==> config.mk <==
export PLATFORM = sky130hd
export DESIGN_NAME = tick_uart_tx
export DESIGN_NICKNAME = d
export VERILOG_FILES = /design/src/rtl/tick_uart_tx.sv
export SDC_FILE = /design/constraint.sdc
export NUM_CORES = 1
export LEC_CHECK = 0
export BUFFER_PORTS_ARGS = -buffer_cell sky130_fd_sc_hd__buf_2
export CAP_MARGIN = 10
export CORE_MARGIN = 2
export CORE_UTILIZATION = 59
export CTS_BUF_LIST = sky130_fd_sc_hd__clkbuf_8
export CTS_CLUSTER_DIAMETER = 60
export CTS_CLUSTER_SIZE = 30
export DETAILED_ROUTE_END_ITERATION = 10
export PLACE_DENSITY = 0.91
export SLEW_MARGIN = 20
export SYNTH_ARGS = -nofsm -noshare
export SYNTH_HDL_FRONTEND = slang
export SYNTH_SLANG_ARGS = --single-unit
==> constraint.sdc <==
create_clock -name clk -period 3.3 [get_ports clk]
set_input_delay 0.33 -clock clk [delete_from_list [all_inputs] [get_ports clk]]
set_output_delay 0.33 -clock clk [all_outputs]
set_load 0.01 [all_outputs]
==> src/rtl/tick_uart_tx.sv <==
// Tick-paced UART transmitter: start bit, LSB-first data, optional parity,
// one or two stop bits. All outputs are registered.
module tick_uart_tx #(
   parameter int DATA_BITS     = 8,
   parameter int TICKS_PER_BIT = 1,
   parameter int PARITY_EN     = 0,
   parameter int PARITY_ODD    = 0,
   parameter int STOP_BITS     = 1
) (
   input  logic                 clk,
   input  logic                 reset,
   input  logic                 tick,
   input  logic                 start,
   input  logic [DATA_BITS-1:0] data,
   output logic                 tx,
   output logic                 busy,
   output logic                 done
);

   localparam logic [2:0] S_IDLE   = 3'd0;
   localparam logic [2:0] S_START  = 3'd1;
   localparam logic [2:0] S_DATA   = 3'd2;
   localparam logic [2:0] S_PARITY = 3'd3;
   localparam logic [2:0] S_STOP   = 3'd4;

   localparam logic [3:0] T_LAST = 4'(TICKS_PER_BIT - 1);
   localparam logic [2:0] D_LAST = 3'(DATA_BITS - 1);
   localparam logic [2:0] P_LAST = 3'(STOP_BITS - 1);
   localparam logic       P_INV  = (PARITY_ODD != 0);
   localparam logic       P_EN   = (PARITY_EN != 0);

   logic [2:0]           state_q, state_d;
   logic [3:0]           tick_cnt_q, tick_cnt_d;
   logic [2:0]           bit_cnt_q, bit_cnt_d;
   logic [DATA_BITS-1:0] shift_q, shift_d;
   logic                 par_q, par_d;
   logic                 tx_q, tx_d;
   logic                 busy_q, busy_d;
   logic                 done_q, done_d;
   logic                 bit_end;

   always_comb begin
      state_d    = state_q;
      tick_cnt_d = tick_cnt_q;
      bit_cnt_d  = bit_cnt_q;
      shift_d    = shift_q;
      par_d      = par_q;
      tx_d       = tx_q;
      busy_d     = busy_q;
      done_d     = 1'b0;
      bit_end    = tick && (tick_cnt_q == T_LAST);

      if (state_q != S_IDLE && tick) begin
         tick_cnt_d = bit_end ? 4'd0 : tick_cnt_q + 4'd1;
      end

      case (state_q)
         S_IDLE: begin
            tx_d   = 1'b1;
            busy_d = 1'b0;
            if (start) begin
               // parity taken from the captured byte, never the live input
               shift_d    = data;
               par_d      = (^data) ^ P_INV;
               state_d    = S_START;
               tx_d       = 1'b0;
               busy_d     = 1'b1;
               tick_cnt_d = 4'd0;
            end
         end
         S_START: begin
            if (bit_end) begin
               state_d   = S_DATA;
               tx_d      = shift_q[0];
               bit_cnt_d = 3'd0;
            end
         end
         S_DATA: begin
            if (bit_end) begin
               if (bit_cnt_q == D_LAST) begin
                  bit_cnt_d = 3'd0;
                  if (P_EN) begin
                     state_d = S_PARITY;
                     tx_d    = par_q;
                  end else begin
                     state_d = S_STOP;
                     tx_d    = 1'b1;
                  end
               end else begin
                  shift_d   = shift_q >> 1;
                  tx_d      = shift_q[1];
                  bit_cnt_d = bit_cnt_q + 3'd1;
               end
            end
         end
         S_PARITY: begin
            if (bit_end) begin
               state_d   = S_STOP;
               tx_d      = 1'b1;
               bit_cnt_d = 3'd0;
            end
         end
         S_STOP: begin
            if (bit_end) begin
               if (bit_cnt_q == P_LAST) begin
                  state_d = S_IDLE;
                  tx_d    = 1'b1;
                  busy_d  = 1'b0;
                  done_d  = 1'b1;
               end else begin
                  bit_cnt_d = bit_cnt_q + 3'd1;
               end
            end
         end
         default: begin
            state_d = S_IDLE;
            tx_d    = 1'b1;
            busy_d  = 1'b0;
         end
      endcase
   end

   always_ff @(posedge clk) begin
      if (reset) begin
         state_q    <= S_IDLE;
         tick_cnt_q <= 4'd0;
         bit_cnt_q  <= 3'd0;
         shift_q    <= '0;
         par_q      <= 1'b0;
         tx_q       <= 1'b1;
         busy_q     <= 1'b0;
         done_q     <= 1'b0;
      end else begin
         state_q    <= state_d;
         tick_cnt_q <= tick_cnt_d;
         bit_cnt_q  <= bit_cnt_d;
         shift_q    <= shift_d;
         par_q      <= par_d;
         tx_q       <= tx_d;
         busy_q     <= busy_d;
         done_q     <= done_d;
      end
   end

   assign tx   = tx_q;
   assign busy = busy_q;
   assign done = done_q;

endmodule

# [Word level (Yosys, flattened, before mapping)]
# Index checks and enable logic that the tools add are counted.
[totals] ff_bits=21 inputBits=12 out_inout_bits=3 wordCells=78
[op_classes] n_addsub=2 n_eq_ne=15 muxes=35 n_bitwise=3 reduce_logical=16
[ops] op="3-bit 2-to-1 mux" n=12
[ops] op="8-bit 2-to-1 mux" n=3
[ops] op="2-bit != test, second input constant" n=9
[ops] op="4-bit 2-to-1 mux" n=4
[ops] op="8-bit one-hot mux with 2 select lines" n=1
[ops] op="3-bit one-hot mux with 5 select lines" n=1
[ops] op="1-bit 2-to-1 mux" n=11
[ops] op="5-bit AND reduction" n=2
[ops] op="3-bit one-hot mux with 3 select lines" n=1
[ops] op="7-bit AND reduction" n=1
[ops] op="3-bit by 2-bit == test with 1-bit output, second input constant" n=2
[ops] op="3-bit == test, second input constant" n=2
[ops] op="3-bit logical NOT" n=2
[ops] op="3-bit nonzero test" n=2
[ops] op="3-bit OR reduction" n=2
[ops] op="1-bit one-hot mux with 5 select lines" n=1
[ops] op="4-bit by 1-bit adder with 4-bit output, second input constant" n=1
[ops] op="4-bit logical NOT" n=1
[ops] op="4-bit AND reduction" n=1
[ops] op="3-bit by 1-bit adder with 3-bit output, second input constant" n=1
[ops] op="3-bit by 1-bit == test with 1-bit output, second input constant" n=1
[ops] op="1-bit inverter" n=3
[ops] op="1-bit one-hot mux with 3 select lines" n=1
[ops] op="3-bit AND reduction" n=1
[ops] op="other kinds (4)" n=5

# [Longest topological paths before layout]
# Gate-level depths: netlist of the first run.
[logic_depth] depth_word=6 depth_mapped=8 mapped_depth_nobuf=6

# [Worst setup path after synthesis of the first run]
# OpenSTA, ideal clock, no wires.
[synth_path] kind="register to register" start="register bit_cnt_q[0]" end="register shift_q[7]" setup_ns=0.116 arrival_ns=1.556 required_ns=3.184 slack_ns=1.627 stages_incl_launch_ff=8 n_path_buf=1 synth_period_minus_slack_ns=1.673 path_cell_list="dfxtp_1 ha_1 ha_1 nand2b_1 o22ai_2 buf_2 a21oi_1 a31o_2"
[synth_between] elab_chain_cells=3
[synth_lines] item="from (decl)" line="34" text="logic [2:0] bit_cnt_q, bit_cnt_d;"
[synth_lines] item="from (signal assigned)" line="136" text="bit_cnt_q <= bit_cnt_d;"
[synth_lines] item="3-bit == test" line="80" text="if (bit_cnt_q == D_LAST) begin"
[synth_lines] item="2-bit != test (no source line)"
[synth_lines] item="4-bit AND reduction (no source line)"
[synth_lines] item="to (signal assigned)" line="137" text="shift_q <= shift_d;"
[synth_lines] item="to (decl)" line="35" text="logic [DATA_BITS-1:0] shift_q, shift_d;"
# No other way between the ends.
# A chain may end at the register's enable or synchronous reset.

# [Worst setup path after layout of the first run]
[layout_path] start="register tick_cnt_q[0]" end="register shift_q[5]"
[layout_between] elab_chain_cells=4
[layout_lines] item="from (decl)" line="33" text="logic [3:0] tick_cnt_q, tick_cnt_d;"
[layout_lines] item="from (signal assigned)" line="135" text="tick_cnt_q <= tick_cnt_d;"
[layout_lines] item="4-bit logical NOT" line="51" text="bit_end = tick && (tick_cnt_q == T_LAST);"
[layout_lines] item="1-bit logical AND" line="51"
[layout_lines] item="2-bit != test (no source line)"
[layout_lines] item="4-bit AND reduction (no source line)"
# No other way between the ends.

==> results.md, run 1 <==
- Hold endpoint: shift_q[7]
- Clock share of power: 29.1%
- Yosys warns: 0
- TritonCTS clock tree: done
- Post-Synth Adder-Cell Area: 7.447%
- Synth area leader: dfxtp_1
- Clock skew: ~0.0011 ns
- Die W: 48.65 um
- Drt pass-1 iters: 4
- Sw power: 156.2 uW
- Fillers: 166
- Post-synth EDFFs: 0
- Cell Area, Placed: 1231 um2
- Top cells by area, synth: dfxtp_1, ha_1, a21oi_1, a311oi_1, mux2i_1
- Setup CP Type: register to register
- R2R setup slack: 1.26 ns
- Clock slew at reported path FFs: 0.07 ns
- Critical Path RT: between 3 and 4 ns
- DRT antenna net count: 0
- Top-area cell type share of the netlist area: a little over a third
- Hold Crit Depth: 2
- Hold Crit Start: data[7]
- Total CTS buffers: 3
- Final core occ: between 60% and 70%
- Crit-path cells: inv_1, ha_1, nand4bb_1, o22ai_2, a21oi_1, a311oi_1
- R2r worst-path depth: 6
- Max incr delay on CP: ~0.57 ns
- Top-count cell post-synth: dfxtp_1
- Synthesized instance count: 137
- Core Box Area: 1922 um2
- DRC errors left: 0
- Diodes inserted: 0
- Fraction of synthesized cell area in xor and xnor cells: between 1 and 1.5%
- Synth Cell Area: about 1200 um2
- Met3 Usage GRT: 4.012%
- CTS resizes: 0
- Seq/Total Area, Yosys: between 30% and 40%
- Internal power: about 400 uW
- Mean Syn Cell Area: 8.585 um2
- Number of global-route vias before repair: 950
- Outcome: completed
- Dpl hpwl: roughly 1.6 mm
- Hold-fix buffers, CTS: 0
- Hold Violations, Final: 0
- FF-to-FF End: shift_q[5]
- Worst-Margin Slew: 0.9030 ns
- Most used flip-flop cell after synthesis: dfxtp_1
- Simple-Gate Fraction of Synth Area: 16.49%
- Die ar.: 2366 um2
- Vias per cell: 6.023
- Logic gate share of total power: 18.3%
- Hold Crit Class: primary input to register
- GPL Wtd Cong: 0.8402
- Static Leak: 0.4938 nW
- M2 GR Usage: 36.53%
- Final period utilization: 61.75%
- CP max FO: 15
- R2R Path Start: tick_cnt_q[0]
- Power Density: 433.3 nW/um2
- Peak supply drop: 0.0003130 V
- Max clock buf depth: 2
- Nature of the critical path endpoint: register
- Synth unique cells: 36
- Post-synthesis mux area share: 5.957%
- Io pins: 15
- Seq cells post-synth: 21
- Final instance area: around 1300 um2
- Post-synth top cells: dfxtp_1, a21oi_1, nor2_1
- Die Y: 48.65 um
- Slew Limit Fails: 0
- Initial antenna violation count: 0
- Setup repair bufs after CTS: 0
- Top delay family on crit path: compound AO/OA/AOI/OAI gates
- Post-Route WL: 2.388 mm
- Sw frac: 28.10%
- Max stage delay cell, worst path: o22ai_2
- Sequential share of power: 52.6%
- Worst-skew pair later-pin latency: 0.26 ns
- Tot GR Track Use: about 21%
- Layout cells sized above 1: 14.48%
- H-tree lvl count: 1
- WP buf/inv: 1
- Syn nets: 156
- RSZ-0062 raised after global routing: false
- Ys async rst share: 0%
- Aggregate global routing overflow: 0
- Vias: 1036
- First-pass GRT wire length: 3.926 mm
- Met1 Use GR: a little under a quarter
- Final net count: 165
- Final setup vio count: 0
- Final min period: around 2.0 ns
- Clk sinks: 21
- Detailed Route Iter0 Violations: 16
- Slew margin rel.: 39.58%
- Crit start category: register
- Pin count of the biggest net entering global routing: 23
- Max-cap viol count: 0
- Post-synthesis compound-gate area fraction: a little over a quarter
- Routed WL per cell: around 14 um
- Largest family of logic cells by synthesized area: compound AO/OA/AOI/OAI gates
- Worst Path Arrival: 2.20 ns
- Num rows: 16
- Area delta synth->final: 9.043%
- Max Freq: between 400 and 500 MHz
- Port bufs: 14
- GR peak layer: met2
- Total negative slack: 0 ns
- Initial Utilization: 61.20%
- Clk root buf: clkbuf_8
[cells in the final DEF (no fill, tap or decap), types with 2 or more instances in the layout]
cell | Yosys | final
a311oi_1 | 8 | 8
ha_1 | 7 | 7
a31oi_1 | 3 | 3
nor3_1 | 2 | 2
nand2b_1 | 4 | 4
buf_2 | 3 | 14
nor2_1 | 12 | 12
o21ai_0 | 9 | 9
nand4_1 | 2 | 2
a21oi_1 | 16 | 16
clkbuf_8 | 0 | 3
mux2i_1 | 7 | 7
nand2_1 | 5 | 5
a21o_1 | 2 | 2
xor2_1 | 2 | 2
inv_1 | 8 | 9
dfxtp_1 | 21 | 21
nor4b_1 | 2 | 2
[power groups by stage]
stage	combinational (mW)	sequential, mW	clock (mW)
after floorplan	0.0844	0.289	0
after global placement	0.0955	0.296	0
after detailed placement	0.0989	0.298	0
after CTS	0.101	0.292	0.167
after global routing	0.113	0.295	0.176
final	0.102	0.292	0.162
[final cells by class]
type | count | area, um2 | share of cell area, %
flip-flops and latches | 21 | 420.4 | 32.78
repair buffers | 14 | 70.07 | 5.463
multi-input cells | 98 | 683.2 | 53.27
clock inverters | 1 | 3.754 | 0.2927
well taps | 27 | 33.78 | 2.634
inverters | 8 | 30.03 | 2.341
clock buffers | 3 | 41.29 | 3.220
[worst max-delay path by stage]
| stage | endpoint | depth (start not counted) | startpoint | slack, ns |
|---|---|---|---|---|
| after floorplan | shift_q[7] | 7 | bit_cnt_q[0] | 1.63 |
| after global placement | bit_cnt_q[0] | 4 | state_q[1] | 1.38 |
| after detailed placement | busy | 6 | tick_cnt_q[0] | 1.24 |
| after CTS | busy | 6 | tick_cnt_q[0] | 1.18 |
| after global routing | shift_q[2] | 6 | tick_cnt_q[0] | 1.03 |
| final | shift_q[5] | 6 | tick_cnt_q[0] | 1.26 |
[routing by layer]
metal,share of wire (%),vias up
li1,-,519
met1,44,482
met2,51,30
met3,4.0,5
met4,1.5,0
met5,0,-
[worst register-to-register path: cells and delay by family (launching register included)]
family,cells,cell delay (ns)
AOI/OAI and AO/OA,3,1.02
DFF,1,0.33
and+or+nand+nor,1,0.33
buffers and inverters,1,0.10
adders and majority gates,1,0.17
[registers in the layout (all words and copies together) (netlist names)]
register,flops
tick_cnt_q,4
tx,1
state_q,3
bit_cnt_q,3
shift_q,8
done,1
busy,1
[cells by family after synthesis]
kind of cell	count (synthesis)
adder cells (fa/ha/maj)	7
buffers and inverters	18
AND/OR/NAND/NOR	35
AO/OA/AOI/OAI	47
multiplexers	7
XOR/XNOR	2
flip-flops	21
[stage by stage]
step	cells	hold slack, ns	setup WS (ns)	total power, mW
after floorplan	137	0.4704	1.627	0.3730
after global placement	168	0.4671	1.380	0.3916
after detailed placement	168	0.4711	1.245	0.3966
after CTS	172	0.3069	1.182	0.5599
after global routing	172	0.3115	1.033	0.5841
final	172	0.3118	1.262	0.5557
(Power assumes the default switching activity.)
==> run 2, diff against run 1 <==
Settings changed: CORE_UTILIZATION 59 to 53, PLACE_DENSITY 0.91 to 0.87.
Clock period 3.3 ns to 1.8 ns, I/O delays scaled along.
==> results.md, run 2 (synthesized netlist as in run 1, its figures left out) <==
- Final period utilization: 93.44%
- Tot GR Track Use: 20.63%
- Die Y: 51.11 um
- Io pins: 15
- Max incr delay on CP: approximately 0.47 ns
- Met1 Use GR: between 20% and 30%
- Clk sinks: 21
- Diodes inserted: 0
- Final min period: about 1.7 ns
- GR peak layer: met2
- Drt pass-1 iters: 4
- Max-cap viol count: 0
- Sw power: 292.5 uW
- Top delay family on crit path: simple AND/OR/NAND/NOR gates
- Slew Limit Fails: 0
- H-tree lvl count: 1
- Initial antenna violation count: 0
- Worst-Margin Slew: a little under 0.4 ns
- Crit-path cells: inv_1, ha_1, nor2b_1, o21a_1, or4_1, a21oi_1
- Met3 Usage GRT: 2.632%
- Num rows: 17
- Aggregate global routing overflow: 0
- TritonCTS clock tree: done
- Core Box Area: 2148 um2
- Fillers: 171
- DRC errors left: 0
- Post-Route WL: 2.421 mm
- Vias per cell: about 6
- Number of global-route vias before repair: 974
- M2 GR Usage: 35.93%
- Static Leak: 0.5401 nW
- Slew margin rel.: 73.27%
- Critical Path RT: 1.99 ns
- Total CTS buffers: 3
- Detailed Route Iter0 Violations: 23
- Dpl hpwl: approximately 1.7 mm
- Nature of the critical path endpoint: register
- Logic gate share of total power: 22.3%
- Port bufs: 14
- Routed WL per cell: 13.30 um
- Die ar.: 2612 um2
- WP buf/inv: 1
- RSZ-0062 raised after global routing: false
- Biggest regs: shift_q: 8 flops, tick_cnt_q: 4 flops
- Commonest non-fill, non-tap cell in the layout: dfxtp_1
- Max stage delay cell, worst path: or4_1
- Final Non-Filler Cells: 182
- Worst Path Arrival: approximately 1.9 ns
- DRT antenna net count: 0
- Hold Violations, Final: 0
- Crit start category: register
- CP max FO: 4
- Max reg flops: 8
- Worst-skew pair later-pin latency: 0.26 ns
- Largest Register: shift_q
- Sw frac: between 20 and 30%
- Initial Utilization: between 50% and 60%
- Final setup vio count: 0
- Sequential share of power: 49.5%
- Vias: 1068
- Power Density: between 700 and 800 nW/um2
- Max Freq: 594.6 MHz
- Setup CP Type: register to register
- Pin count of the biggest net entering global routing: 22
- Max clock buf depth: 2
- Die W: around 50 um
- Clk root buf: clkbuf_8
- Clock slew at reported path FFs: ~0.07 ns
- Total negative slack: 0 ns
- Outcome: completed
- Dpl cells: about 180
- Peak supply drop: 0.0006977 V
- Hold-fix buffers, CTS: 0
- Commonest cells after routing, fill and taps aside: dfxtp_1, a21oi_1, buf_2
- Layout cells sized above 1: 20.13%
- Internal power: 756.0 uW
- Clock share of power: 28.2%
- Hold Crit Class: primary input to register
- GPL Wtd Cong: around 0.86
- Final net count: 174
- Area delta synth->final: 16.06%
- Clock skew: 0.001434 ns
- First-pass GRT wire length: 4.091 mm
-- run 2: final timing paths --
kind / startpoint / end / cells after the start / slack, ns
min reg2reg: busy / busy / 2 / 0.49
max reg2reg: bit_cnt_q[0] / bit_cnt_q[0] / 6 / 0.12
max: bit_cnt_q[0] / bit_cnt_q[0] / 6 / 0.12
min: data[7] / shift_q[7] / 2 / 0.16
-- run 2: worst register-to-register path: cells and delay by family (launching register included) --
kind,cells,cell delay [ns]
flip-flops,1,0.37
AND/OR/NAND/NOR,2,0.63
adder cells (fa/ha/maj),1,0.18
buffers and inverters,1,0.06
AO/OA/AOI/OAI,2,0.38
-- run 2: metal layers --
layer,vias up,wire length [um]
met5,-,0
met4,0,34
met3,5,72
met2,23,1156
met1,500,1158
li1,540,-
-- run 2: power by group through the flow --
stage	clock network [mW]	registers, mW	logic (mW)
floorplan	0	0.529	0.155
global placement	0	0.528	0.220
detailed placement	0	0.529	0.230
CTS	0.298	0.519	0.231
global route	0.316	0.523	0.260
finish	0.296	0.519	0.234
-- run 2: timing repair --
action | in CTS | in global routing
gates resized for setup | 0 | 2
setup endpoints to repair | 0 | 4
setup buffers | 0 | 0
-- run 2: stage by stage --
stage / cell area (um2) / power [mW] / util [%] / hold WS [ns] / setup slack [ns]
3_3_place_gp: 1313 / 0.7477 / 61.09 / 0.4142 / 0.1996
3_5_place_dp: 1313 / 0.7588 / 61.09 / 0.4286 / 0.09959
5_1_grt: 1365 / 1.099 / 63.54 / 0.1658 / 0.004294
2_1_floorplan: 1176 / 0.6838 / - / 0.3317 / 0.1275
4_1_cts: 1358 / 1.048 / 63.19 / 0.1628 / 0.08954
6_report: 1365 / 1.048 / 63.54 / 0.1581 / 0.1182
-- run 2: layout make-up --
class / count / area (um2) / area share (%)
tap: 28 / 35.03 / 2.566
inverter: 8 / 30.03 / 2.200
timing repair buffer: 23 / 150.1 / 11.00
clock buffer: 3 / 41.29 / 3.025
clock inverter: 1 / 3.754 / 0.2750
sequential: 21 / 420.4 / 30.80
multi-input combinational: 98 / 684.4 / 50.14
==> run 3, diff against run 2 <==
Settings changed: CELL_PAD_IN_SITES_DETAIL_PLACEMENT set to 1, CELL_PAD_IN_SITES_GLOBAL_PLACEMENT set to 2, CORE_ASPECT_RATIO set to 2, CORE_MARGIN 2 to unset, CORE_UTILIZATION 53 to 32, CTS_CLUSTER_SIZE 30 to unset.
==> results.md, run 3 (synthesized netlist as in run 1, its figures left out) <==
- DRT antenna net count: 0
- Slew Limit Fails: 0
- Total CTS buffers: 3
- Cell Area, Placed: 1338 um2
- Top delay family on crit path: simple AND/OR/NAND/NOR gates
- Power Density: 779.8 nW/um2
- H-tree lvl count: 1
- Setup repair bufs after CTS: 0
- Static Leak: 0.5399 nW
- Peak supply drop: between 0.0004 and 0.0005 V
- Total negative slack: 0 ns
- Initial Utilization: 34.06%
- Dpl hpwl: 2.326 mm
- Critical Path RT: 2.01 ns
- Tot GR Track Use: between 10% and 20%
- Vias: 1077
- DRC errors left: 0
- Final setup vio count: 0
- Crit start category: register
- Detailed Route Iter0 Violations: 12
- GPL Wtd Cong: 0.7829
- Slew margin rel.: 72.87%
- Largest Register: shift_q
- Clk root buf: clkbuf_8
- Clock skew: approximately 0.0012 ns
- Worst-Margin Slew: 0.4027 ns
- Biggest regs: shift_q: 8 flops, tick_cnt_q: 4 flops
- Pin count of the biggest net entering global routing: 22
- Drt pass-1 iters: 4
- Num rows: 30
- CP max FO: 4
- Final instance area: 1390 um2
- Outcome: completed
- Clk sinks: 21
- RSZ-0062 raised after global routing: false
- Hold Crit Class: primary input to register
- Layout cells sized above 1: 20.13%
- Initial antenna violation count: 0
- Max-cap viol count: 0
- Final net count: 174
- Final period utilization: 93.68%
- Die Y: 87.74 um
- Core Box Area: between 3000 and 4000 um2
- First-pass GRT wire length: around 5.3 mm
- Number of global-route vias before repair: 1128
- Worst Path Arrival: around 1.9 ns
- Max Freq: 593.0 MHz
- TritonCTS clock tree: done
- Commonest non-fill, non-tap cell in the layout: dfxtp_1
- Die W: 44.87 um
- Post-Route WL: 3.153 mm
- Fillers: approximately 430
- Vias per cell: 5.332
- Commonest cells after routing, fill and taps aside: dfxtp_1, a21oi_1, buf_2
- Max stage delay cell, worst path: or4_1
- Routed WL per cell: 15.61 um
- Setup CP Type: register to register
- Aggregate global routing overflow: 0
- Max incr delay on CP: 0.41 ns
- Nature of the critical path endpoint: register
- Worst-skew pair later-pin latency: 0.27 ns
- Max reg flops: 8
- Final min period: 1.686 ns
- Diodes inserted: 0
- Max clock buf depth: 2
- Port bufs: 14
- Io pins: 15
- Crit-path cells: ha_1, ha_1, nor2_1, a21oi_1, or4_1, a21oi_1
- Clock slew at reported path FFs: 0.08 ns
- Area delta synth->final: 18.19%
- Hold Violations, Final: 0
- Die ar.: 3937 um2
- WP buf/inv: 0
-- run 3: cell counts in the layout (fill, tap and decap cells not counted) --
No cell type changed its count.
-- run 3: path summary, 6_finish.rpt --
kind,from,endpoint,slack [ns],cells after the start
max,bit_cnt_q[0],bit_cnt_q[0],0.11,6
min,data[7],shift_q[7],0.15,2
max reg2reg,bit_cnt_q[0],bit_cnt_q[0],0.11,6
min reg2reg,busy,busy,0.50,2
-- run 3: area by class of cell --
cell class              count  area, um2  share of cell area, %
multi-input cells          98      684.4                  49.24
flip-flops and latches     21      420.4                  30.24
well taps                  48      60.06                  4.320
repair buffers             23      150.1                  10.80
clock inverters             1      3.754                 0.2700
clock buffers               3      41.29                  2.970
inverters                   8      30.03                  2.160
-- run 3: where the power goes --
part	leakage, nW	total, mW	switching [mW]	internal (mW)
Sequential	0.172	0.519	0.0211	0.498
Clock	0.0269	0.323	0.170	0.153
Combinational	0.341	0.241	0.136	0.105
-- run 3: worst register-to-register path, delay by kind of cell (launching register included) --
family	cells	cell delay, ns
and+or+nand+nor	2	0.61
adders and majority gates	2	0.47
DFF	1	0.34
AOI/OAI and AO/OA	2	0.22
-- run 3: per-layer routing --
metal / vias to the layer above / share of wire (%) / GRT usage [%]
met5: - / 0 / 0
met4: 0 / 1.9 / 8.540
met3: 5 / 2.1 / 2.680
met2: 13 / 57 / 33.56
met1: 524 / 39 / 19.57
li1: 535 / - / -
-- run 3: per-stage QoR --
stage | total power, mW | hold WS [ns] | util [%] | std cells | worst slack [ns]
after floorplan | 0.6838 | 0.3317 | - | 137 | 0.1275
after global placement | 0.7602 | 0.4155 | 38.73 | 198 | 0.1811
after detailed placement | 0.7714 | 0.4392 | 38.73 | 198 | 0.06332
after CTS | 1.093 | 0.1574 | 40.04 | 202 | 0.02669
after global routing | 1.144 | 0.1504 | 40.25 | 202 | 0.007637
final | 1.084 | 0.1541 | 40.25 | 202 | 0.1137
-- run 3: timing repair --
item                                   in CTS  in global routing
hold buffers                                0                  0
resized for setup                           0                  2
setup endpoints to repair                   0                 10
endpoints found under the hold margin       0                  0
